<file path="config.mk">
export PLATFORM = sky130hd
export DESIGN_NAME = multicycle_control
export DESIGN_NICKNAME = d
export VERILOG_FILES = /design/src/rtl/mips_ctrl_pkg.sv /design/src/rtl/alu_decoder.sv /design/src/rtl/multicycle_control.sv
export SDC_FILE = /design/constraint.sdc
export NUM_CORES = 1
export LEC_CHECK = 0
export CORE_MARGIN = 3
export CORE_UTILIZATION = 30
export CTS_CLUSTER_DIAMETER = 50
export DETAILED_ROUTE_END_ITERATION = 7
export GPL_TIMING_DRIVEN = 0
export MAX_ROUTING_LAYER = met4
export PLACE_DENSITY = 0.67
export SYNTH_ARGS = -nofsm -noshare
export SYNTH_HDL_FRONTEND = slang
export SYNTH_HIERARCHICAL = 1
export SYNTH_SLANG_ARGS = --single-unit
</file>
<file path="constraint.sdc">
create_clock -name clk -period 3.53 [get_ports clk]
set_input_delay 0.8825 -clock clk [delete_from_list [all_inputs] [get_ports clk]]
set_output_delay 0.8825 -clock clk [all_outputs]
set_load 0.01 [all_outputs]
</file>
<file path="src/rtl/mips_ctrl_pkg.sv">
// rtl/mips_ctrl_pkg.sv - opcode, funct, ALU code and state definitions for the MIPS controller
package mips_ctrl_pkg;

  localparam logic [5:0] OP_RTYPE = 6'b000000;
  localparam logic [5:0] OP_LW    = 6'b100011;
  localparam logic [5:0] OP_SW    = 6'b101011;
  localparam logic [5:0] OP_ADDI  = 6'b001000;
  localparam logic [5:0] OP_BEQ   = 6'b000100;

  localparam logic [5:0] FN_ADD = 6'b100000;
  localparam logic [5:0] FN_SUB = 6'b100010;
  localparam logic [5:0] FN_AND = 6'b100100;
  localparam logic [5:0] FN_OR  = 6'b100101;
  localparam logic [5:0] FN_NOR = 6'b100111;
  localparam logic [5:0] FN_SLT = 6'b101010;

  localparam logic [3:0] ALU_AND = 4'b0000;
  localparam logic [3:0] ALU_OR  = 4'b0001;
  localparam logic [3:0] ALU_ADD = 4'b0010;
  localparam logic [3:0] ALU_SUB = 4'b0110;
  localparam logic [3:0] ALU_SLT = 4'b0111;
  localparam logic [3:0] ALU_NOR = 4'b1100;

  typedef enum logic [2:0] {FETCH, DECODE, EXEC, MEM, WB} state_t;

endpackage

</file>
<file path="src/rtl/alu_decoder.sv">
// rtl/alu_decoder.sv - R-type funct to ALU control mapping with unsupported-funct flag
module alu_decoder
  import mips_ctrl_pkg::*;
(
  input  logic [5:0] funct,
  output logic [3:0] alu_control,
  output logic       illegal
);

  always_comb begin
    alu_control = ALU_ADD;
    illegal     = 1'b0;
    case (funct)
      FN_ADD:  alu_control = ALU_ADD;
      FN_SUB:  alu_control = ALU_SUB;
      FN_AND:  alu_control = ALU_AND;
      FN_OR:   alu_control = ALU_OR;
      FN_NOR:  alu_control = ALU_NOR;
      FN_SLT:  alu_control = ALU_SLT;
      default: illegal     = 1'b1;
    endcase
  end

endmodule

</file>
<file path="src/rtl/multicycle_control.sv">
// rtl/multicycle_control.sv - multi-cycle MIPS main controller sequencing FETCH/DECODE/EXEC/MEM/WB
module multicycle_control
  import mips_ctrl_pkg::*;
#(
  parameter int MEM_LATENCY = 1
) (
  input  logic        clk,
  input  logic        rst,
  input  logic [31:0] instr_in,
  input  logic        instr_valid,
  output logic        instr_ready,
  input  logic        eq,
  output logic [31:0] Instr,
  output logic        Reg_Dst,
  output logic        Reg_Write,
  output logic        Alu_Src,
  output logic [3:0]  Alu_Control,
  output logic        Mem_Write,
  output logic        Mem_Read,
  output logic        Mem_To_Reg,
  output logic        branch_taken,
  output logic        illegal,
  output logic        done
);

  localparam logic [3:0] MEM_LAST = 4'(MEM_LATENCY - 1);

  state_t     state, next_state;
  logic [3:0] mem_cnt;

  logic [5:0] opcode;
  logic       is_rtype, is_lw, is_sw, is_addi, is_beq;
  logic [3:0] fn_alu;
  logic       fn_illegal;
  logic       dec_illegal;
  logic [3:0] dec_alu_ctl;

  logic       active;
  logic       reg_dst_d, alu_src_d, mem_to_reg_d;
  logic [3:0] alu_ctl_d;
  logic       reg_write_d, mem_write_d, mem_read_d;
  logic       done_d, illegal_d, branch_d;

  alu_decoder u_alu_decoder (
    .funct       (Instr[5:0]),
    .alu_control (fn_alu),
    .illegal     (fn_illegal)
  );

  // Instr is held for the whole instruction, so decode straight from it in every state.
  assign opcode      = Instr[31:26];
  assign is_rtype    = (opcode == OP_RTYPE);
  assign is_lw       = (opcode == OP_LW);
  assign is_sw       = (opcode == OP_SW);
  assign is_addi     = (opcode == OP_ADDI);
  assign is_beq      = (opcode == OP_BEQ);
  assign dec_illegal = !(is_lw || is_sw || is_addi || is_beq || (is_rtype && !fn_illegal));
  assign dec_alu_ctl = is_rtype ? fn_alu : (is_beq ? ALU_SUB : ALU_ADD);

  assign instr_ready = (state == FETCH);

  always_ff @(posedge clk or negedge rst) begin
    if (!rst) state <= FETCH;
    else      state <= next_state;
  end

  always_comb begin
    next_state = state;
    case (state)
      FETCH:   if (instr_valid) next_state = DECODE;
      DECODE:  next_state = dec_illegal ? FETCH : EXEC;
      EXEC: begin
        if (is_beq)              next_state = FETCH;
        else if (is_lw || is_sw) next_state = MEM;
        else                     next_state = WB;
      end
      MEM: begin
        if (is_sw)                    next_state = FETCH;
        else if (mem_cnt == MEM_LAST) next_state = WB;
      end
      WB:      next_state = FETCH;
      default: next_state = FETCH;
    endcase

    // Outputs are registered from the upcoming state so they line up with it.
    active       = (next_state inside {EXEC, MEM, WB});
    reg_dst_d    = active && is_rtype;
    alu_src_d    = active && (is_lw || is_sw || is_addi);
    alu_ctl_d    = active ? dec_alu_ctl : ALU_ADD;
    mem_to_reg_d = active ? !is_lw : 1'b1;
    reg_write_d  = (next_state == WB);
    mem_write_d  = (next_state == MEM) && is_sw;
    mem_read_d   = is_lw && ((next_state == MEM) || (next_state == WB));
    done_d       = (next_state == FETCH) && (state inside {EXEC, MEM, WB});
    illegal_d    = (state == DECODE) && dec_illegal;
    branch_d     = (state == EXEC) && is_beq && eq;
  end

  always_ff @(posedge clk or negedge rst) begin
    if (!rst) begin
      mem_cnt <= 4'd0;
    end else if (state == EXEC) begin
      mem_cnt <= 4'd0;
    end else if (state == MEM) begin
      mem_cnt <= mem_cnt + 4'd1;
    end
  end

  always_ff @(posedge clk or negedge rst) begin
    if (!rst) begin
      Instr        <= 32'd0;
      Reg_Dst      <= 1'b0;
      Reg_Write    <= 1'b0;
      Alu_Src      <= 1'b0;
      Alu_Control  <= ALU_ADD;
      Mem_Write    <= 1'b0;
      Mem_Read     <= 1'b0;
      Mem_To_Reg   <= 1'b1;
      branch_taken <= 1'b0;
      illegal      <= 1'b0;
      done         <= 1'b0;
    end else begin
      if (state == FETCH && instr_valid) Instr <= instr_in;
      Reg_Dst      <= reg_dst_d;
      Reg_Write    <= reg_write_d;
      Alu_Src      <= alu_src_d;
      Alu_Control  <= alu_ctl_d;
      Mem_Write    <= mem_write_d;
      Mem_Read     <= mem_read_d;
      Mem_To_Reg   <= mem_to_reg_d;
      branch_taken <= branch_d;
      illegal      <= illegal_d;
      done         <= done_d;
    end
  end

endmodule
</file>
==> flow_metrics.env, run 1 <==
export IMPL_total_power_w=0.002032
export IMPL_p_leak_nw=1.380
export IMPL_drive_above_1_share=0.2090
export IMPL_syn_num_nets=216
export IMPL_arrival_ns=1.61
export IMPL_grt_pass1_wl_um=8376
export IMPL_min_path_cells=1
export IMPL_endpoint_kind="output pin"
export IMPL_placed_area_um2=3209
export IMPL_drt_initial_drc_count=91
export IMPL_grt_setup_unrepaired="no"
export IMPL_power_density_nw_per_um2=612.5
export IMPL_post_cts_buffers=0
export IMPL_area_growth_syn_to_layout_pct=46.79
export IMPL_min_path_type="flop to flop"
export IMPL_place_congestion=0.7477
export IMPL_fin_crit_ns=2.496
export IMPL_drt_wl_total_um=4984
export IMPL_avgViaCountPerCell=4.589
export IMPL_stdcell_area_um2=3317
export IMPL_clk_pin_slew_worst_paths_ns=0.09
export IMPL_drcViolationCount=0
export IMPL_status="finished clean"
export IMPL_post_route_util=0.4549
export IMPL_root_buffer="clkbuf_8"
export IMPL_startpoint_type="flop"
export IMPL_dp_hpwl_um=3748
export IMPL_yosys_area_top_type_share=0.5537
export IMPL_core_rowCount=31
export IMPL_setup_viol=0
export IMPL_antenna_cells=0
export IMPL_dpl_cell_count=359
export IMPL_vias=1684
export IMPL_drt_first_pass_iters=4
export IMPL_synthesis_area_per_instance_um2=12.69
export IMPL_drtAntennaViolNets=0
export IMPL_fmax_ghz=0.4006
export IMPL_fin_skew_ns=0.007278
export IMPL_io_buffers=81
export IMPL_yosysSeqAreaShare=0.5770
export IMPL_die_h_um=92.79
export IMPL_crit_required_ns=2.65
export IMPL_clock_latency_ns=0.31
export IMPL_hold_slack_ns=0.5122
export IMPL_cts_sinks=52
export IMPL_max_cap_violations=0
export IMPL_synth_cell_types=42
export IMPL_grt_usage=0.1253
export IMPL_final_max_slew_viol_count=0
export IMPL_netlist_instances=178
export IMPL_numCtsBuffers=5
export IMPL_tightest_slew_ns=0.4990
export IMPL_hold_violations=0
export IMPL_clockBufferDepth=2
export IMPL_syn_cell_area_um2=2260
export IMPL_wl_per_cell_um=13.58
export IMPL_maxSlewHeadroom=0.6673
export IMPL_final_cells=367
export IMPL_grt_max_degree=32
export IMPL_dieWidth_um=92.79
export IMPL_grt_overflow_total=0
export IMPL_cts_hold_buf=0
export IMPL_grt_pass1_vias=1715
export IMPL_yosys_register_bits=52
export IMPL_start_util=0.3099
export IMPL_clock_tree_htree_level_count=2
export IMPL_ir_worst_vdd_mv=0.2280
export IMPL_yosysWarnings=6
export IMPL_crit_fanout=5
export IMPL_cts_tree="done"
export IMPL_grt_antenna_before_repair=0
export IMPL_crit_type="flop to output pin"
export IMPL_fin_nets=305
export IMPL_worst_r2r_path_depth=4
export IMPL_cts_resized=0
export IMPL_yosys_area_top_type="dfrtp_1"
export IMPL_ioPinCount=82
export IMPL_core_area_um2=7292
export IMPL_dieArea_um2=8610
export IMPL_yosys_top_cells_area="dfrtp_1 55%, mux2_2 16%, dfstp_2 2.3%"
export IMPL_period_share=0.7071
-- cell families after synthesis --
kind of cell | count (synthesis) | synth area share
multiplexers | 34 | 0.1683
adder cells (fa/ha/maj) | 2 | 0.01107
buffers and inverters | 16 | 0.02990
flip-flops | 52 | 0.5770
AND/OR/NAND/NOR | 50 | 0.1312
AO/OA/AOI/OAI | 24 | 0.08251
-- worst paths after layout --
kind                                             from                     to  slack, ns
worst max register to register  Instr[28]$_DFFE_PN0P_   Mem_To_Reg$_DFF_PN1_       1.59
worst min register to register  Instr[19]$_DFFE_PN0P_  Instr[19]$_DFFE_PN0P_       0.51
worst max-delay path               state[2]$_DFF_PN0_            instr_ready       1.03
worst min-delay path            Instr[19]$_DFFE_PN0P_  Instr[19]$_DFFE_PN0P_       0.51
min in group asynchronous                         rst   Instr[2]$_DFFE_PN0P_       0.53
max in group asynchronous                         rst  Instr[13]$_DFFE_PN0P_       2.46
-- registers in the layout, summed over array words and instances, names as in the netlist, 3 cells and up --
register	count
Alu_Control	4
Instr	32
mem_cnt	4
state	3
-- synth_stat cells --
library cell  count
nor3b_1           2
mux2_2           32
nand2_1          10
nor2b_1           3
a31o_1            1
nand3_2           1
or3b_2            1
mux2i_1           2
nor3_1            3
nand4b_1          2
dfstp_2           2
or4_4             1
a22oi_1           1
nand3b_1          2
clkbuf_1          3
a21oi_1           2
a41o_1            1
nand3_1           2
a31oi_1           5
a211o_1           1
a41oi_2           1
and2_1            2
o21ai_0           5
o211a_1           1
nor4_1            2
and4bb_1          2
buf_2             6
and3_2            1
o32ai_2           1
o31a_1            1
dfrtp_1          50
inv_1             7
nand2b_1          3
or2_2             1
or3_1             2
ha_1              2
a311o_1           1
o31ai_1           1
and3b_1           1
nor2_1            9
o32ai_1           1
o21a_1            1
-- worst max-delay path, cell delays in order (launching register included) --
cell and delay [ns]:
dfrtp_1 0.43, nor3_1 0.28, clkdlybuf4s50_1 0.60
-- where the power goes --
part	leakage, nW	switching, W	internal (W)
clock	0.0552	0.000192	0.000211
sequential	0.641	0.000122	0.000744
combinational	0.684	0.000309	0.000454
-- metal layers --
layer | GRT usage | part of all wire | vias up
li1 | - | - | 810
met1 | 0.1697 | 0.46 | 823
met2 | 0.1830 | 0.47 | 46
met3 | 0.03574 | 0.063 | 5
met4 | 0.03663 | 0.0098 | 0
met5 | - | 0 | -
-- layout by cell type (no fill, tap or decap), types with 3 or more instances in the layout --
master,Yosys,final
a31oi_1,5,5
nand2b_1,3,3
nor2_1,9,9
nand2_1,10,10
dfrtp_1,50,50
o21ai_0,5,5
clkbuf_1,3,4
inv_1,7,7
clkbuf_8,0,5
buf_2,6,7
clkdlybuf4s50_1,0,80
mux2_2,32,32
nor3_1,3,3
nor2b_1,3,3
-- final cells by class --
type	count	area (um2)
fill	729	3975
sequential	52	1304
multi-input combinational	110	888.4
timing repair buffer	82	825.8
tap	99	123.9
clock buffer	6	72.57
buffer	9	41.29
clock inverter	2	35.03
inverter	7	26.28
-- stage by stage --
| step | setup WS, ns | setup TNS (ns) |
|---|---|---|
| finish | 1.034 | 0 |
| global route | 0.8454 | 0 |
| CTS | 0.9757 | 0 |
| detailed placement | 0.9845 | 0 |
| global placement | -0.009415 | -0.3337 |
| floorplan | 1.663 | 0 |
Note: power is estimated with default switching activity, not from simulation.
==> run 2: changes to the inputs <==
- clock period: 3.53 -> 2.4 ns (I/O delays scaled with it)
==> flow_metrics.env, run 2 (synthesis results as in run 1) <==
export IMPL_post_cts_buffers=0
export IMPL_final_fill_count=730
export IMPL_grt_pass1_vias=1715
export IMPL_post_route_util=0.4556
export IMPL_min_path_type="input pin to async pin"
export IMPL_top_regs="Instr (32), Alu_Control (4), mem_cnt (4)"
export IMPL_clk_pin_slew_worst_paths_ns=0.09
export IMPL_drt_wl_total_um=4993
export IMPL_tightest_slew_ns=0.4926
export IMPL_period_share=0.9009
export IMPL_clock_latency_ns=0.30
export IMPL_endpoint_kind="output pin"
export IMPL_drt_first_pass_iters=4
export IMPL_clock_tree_htree_level_count=2
export IMPL_antenna_cells=0
export IMPL_die_h_um=92.79
export IMPL_io_buffers=81
export IMPL_critPathBufInv=1
export IMPL_crit_required_ns=1.80
export IMPL_grt_antenna_before_repair=0
export IMPL_cts_sinks=52
export IMPL_top_register="Instr"
export IMPL_drive_above_1_share=0.2127
export IMPL_dieWidth_um=92.79
export IMPL_swShare=0.3072
export IMPL_arrival_ns=1.56
export IMPL_cts_tree="done"
export IMPL_intPower_w=0.002072
export IMPL_avgViaCountPerCell=4.599
export IMPL_crit_family="buffers and inverters"
export IMPL_ioPinCount=82
export IMPL_place_congestion=0.7477
export IMPL_grt_pass1_wl_um=8376
export IMPL_grt_usage=0.1253
export IMPL_vias=1688
export IMPL_pwr_share_seq=0.426
export IMPL_fin_crit_ns=2.162
export IMPL_drcViolationCount=0
export IMPL_wl_per_cell_um=13.60
export IMPL_drtAntennaViolNets=0
export IMPL_p_leak_nw=1.382
export IMPL_drt_initial_drc_count=100
export IMPL_numCtsBuffers=5
export IMPL_start_util=0.3099
export IMPL_fin_skew_ns=0.006987
export IMPL_dieArea_um2=8610
export IMPL_crit_chain="nor3_2 -> clkdlybuf4s50_1"
export IMPL_mostFrequentLayoutCells="80 x clkdlybuf4s50_1, 50 x dfrtp_1, 32 x mux2_2"
export IMPL_status="finished clean"
export IMPL_cpMaxStageDelayCell="clkdlybuf4s50_1"
export IMPL_startpoint_type="flop"
export IMPL_fin_nets=305
export IMPL_core_rowCount=31
export IMPL_core_area_um2=7292
export IMPL_maxSlewHeadroom=0.6716
export IMPL_final_common_cell="clkdlybuf4s50_1"
export IMPL_hold_violations=0
export IMPL_grt_overflow_total=0
export IMPL_final_max_slew_viol_count=0
export IMPL_dp_hpwl_um=3748
export IMPL_max_cap_violations=0
export IMPL_crit_type="flop to output pin"
export IMPL_power_density_nw_per_um2=900.4
export IMPL_cts_hold_buf=0
export IMPL_clockBufferDepth=2
export IMPL_root_buffer="clkbuf_8"
export IMPL_max_stage_delay_ns=0.58
export IMPL_crit_fanout=5
export IMPL_setup_viol=0
export IMPL_ir_worst_vdd_mv=0.3327
export IMPL_grt_setup_unrepaired="no"
export IMPL_area_growth_syn_to_layout_pct=47.01
export IMPL_clkPwrFrac=0.198
export IMPL_largest_reg_flops=32
export IMPL_power_frac_comb=0.376
export IMPL_fmax_ghz=0.4625
export IMPL_switching_power_w=0.0009187
export IMPL_finalSetupTns_ns=0
export IMPL_grt_max_degree=32
-- run 2: repair_timing --
action / CTS / global route
hold endpoints to repair: 0 / 0
resized for setup: 0 / 1
endpoints found under the setup margin: 0 / 1
-- run 2: per-stage QoR --
step / setup WS, ns / power [W] / hold slack (ns) / instances / cell area (um2)
2_1_floorplan: 0.5901 / 0.001824 / 0.3044 / 178 / 2260
3_3_place_gp: -0.8569 / 0.002394 / 0.4892 / 358 / 3194
3_5_place_dp: 0.1370 / 0.002428 / 0.4952 / 359 / 3209
4_1_cts: 0.1282 / 0.003037 / 0.2529 / 367 / 3317
5_1_grt: 0.1302 / 0.003196 / 0.2733 / 367 / 3322
6_report: 0.2379 / 0.002991 / 0.2446 / 367 / 3322
-- run 2: per-layer routing --
metal,wire length [um],global-route usage,vias to the layer above,part of all wire
li1,-,-,810,-
met1,2291,0.1697,831,0.46
met2,2360,0.1830,42,0.47
met3,293,0.03574,5,0.059
met4,48,0.03663,0,0.0096
met5,0,-,-,0
-- run 2: area by class of cell --
cell class / instances / area, um2 / area share
plain buffers: 9 / 41.29 / 0.01243
clock buffers: 6 / 72.57 / 0.02185
clock inverters: 2 / 35.03 / 0.01055
inverters: 7 / 26.28 / 0.007910
multi-input cells: 110 / 893.4 / 0.2689
flip-flops and latches: 52 / 1304 / 0.3925
well taps: 99 / 123.9 / 0.03729
repair buffers: 82 / 825.8 / 0.2486
-- run 2: path summary, 6_finish.rpt --
| path | slack (ns) | depth (start not counted) | end | startpoint |
|---|---|---|---|---|
| worst max-delay path | 0.24 | 2 | instr_ready | state[2]$_DFF_PN0_ |
| worst min-delay path | 0.24 | 1 | Instr[2]$_DFFE_PN0P_ | rst |
| worst max register to register | 0.45 | 4 | Reg_Dst$_DFF_PN0_ | Instr[30]$_DFFE_PN0P_ |
| worst min register to register | 0.51 | 1 | Instr[19]$_DFFE_PN0P_ | Instr[19]$_DFFE_PN0P_ |
| max in group asynchronous | 1.61 | 2 | Instr[13]$_DFFE_PN0P_ | rst |
| min in group clk | 0.51 | 1 | Instr[19]$_DFFE_PN0P_ | Instr[19]$_DFFE_PN0P_ |
-- run 2: power by group through the flow --
stage	Combinational (W)	Clock (W)	Sequential [W]
after floorplan	0.000468	0	0.00136
after global placement	0.00111	0	0.00128
after detailed placement	0.00113	0	0.00129
after CTS	0.00114	0.000621	0.00128
after global routing	0.00123	0.000651	0.00132
final	0.00112	0.000592	0.00127
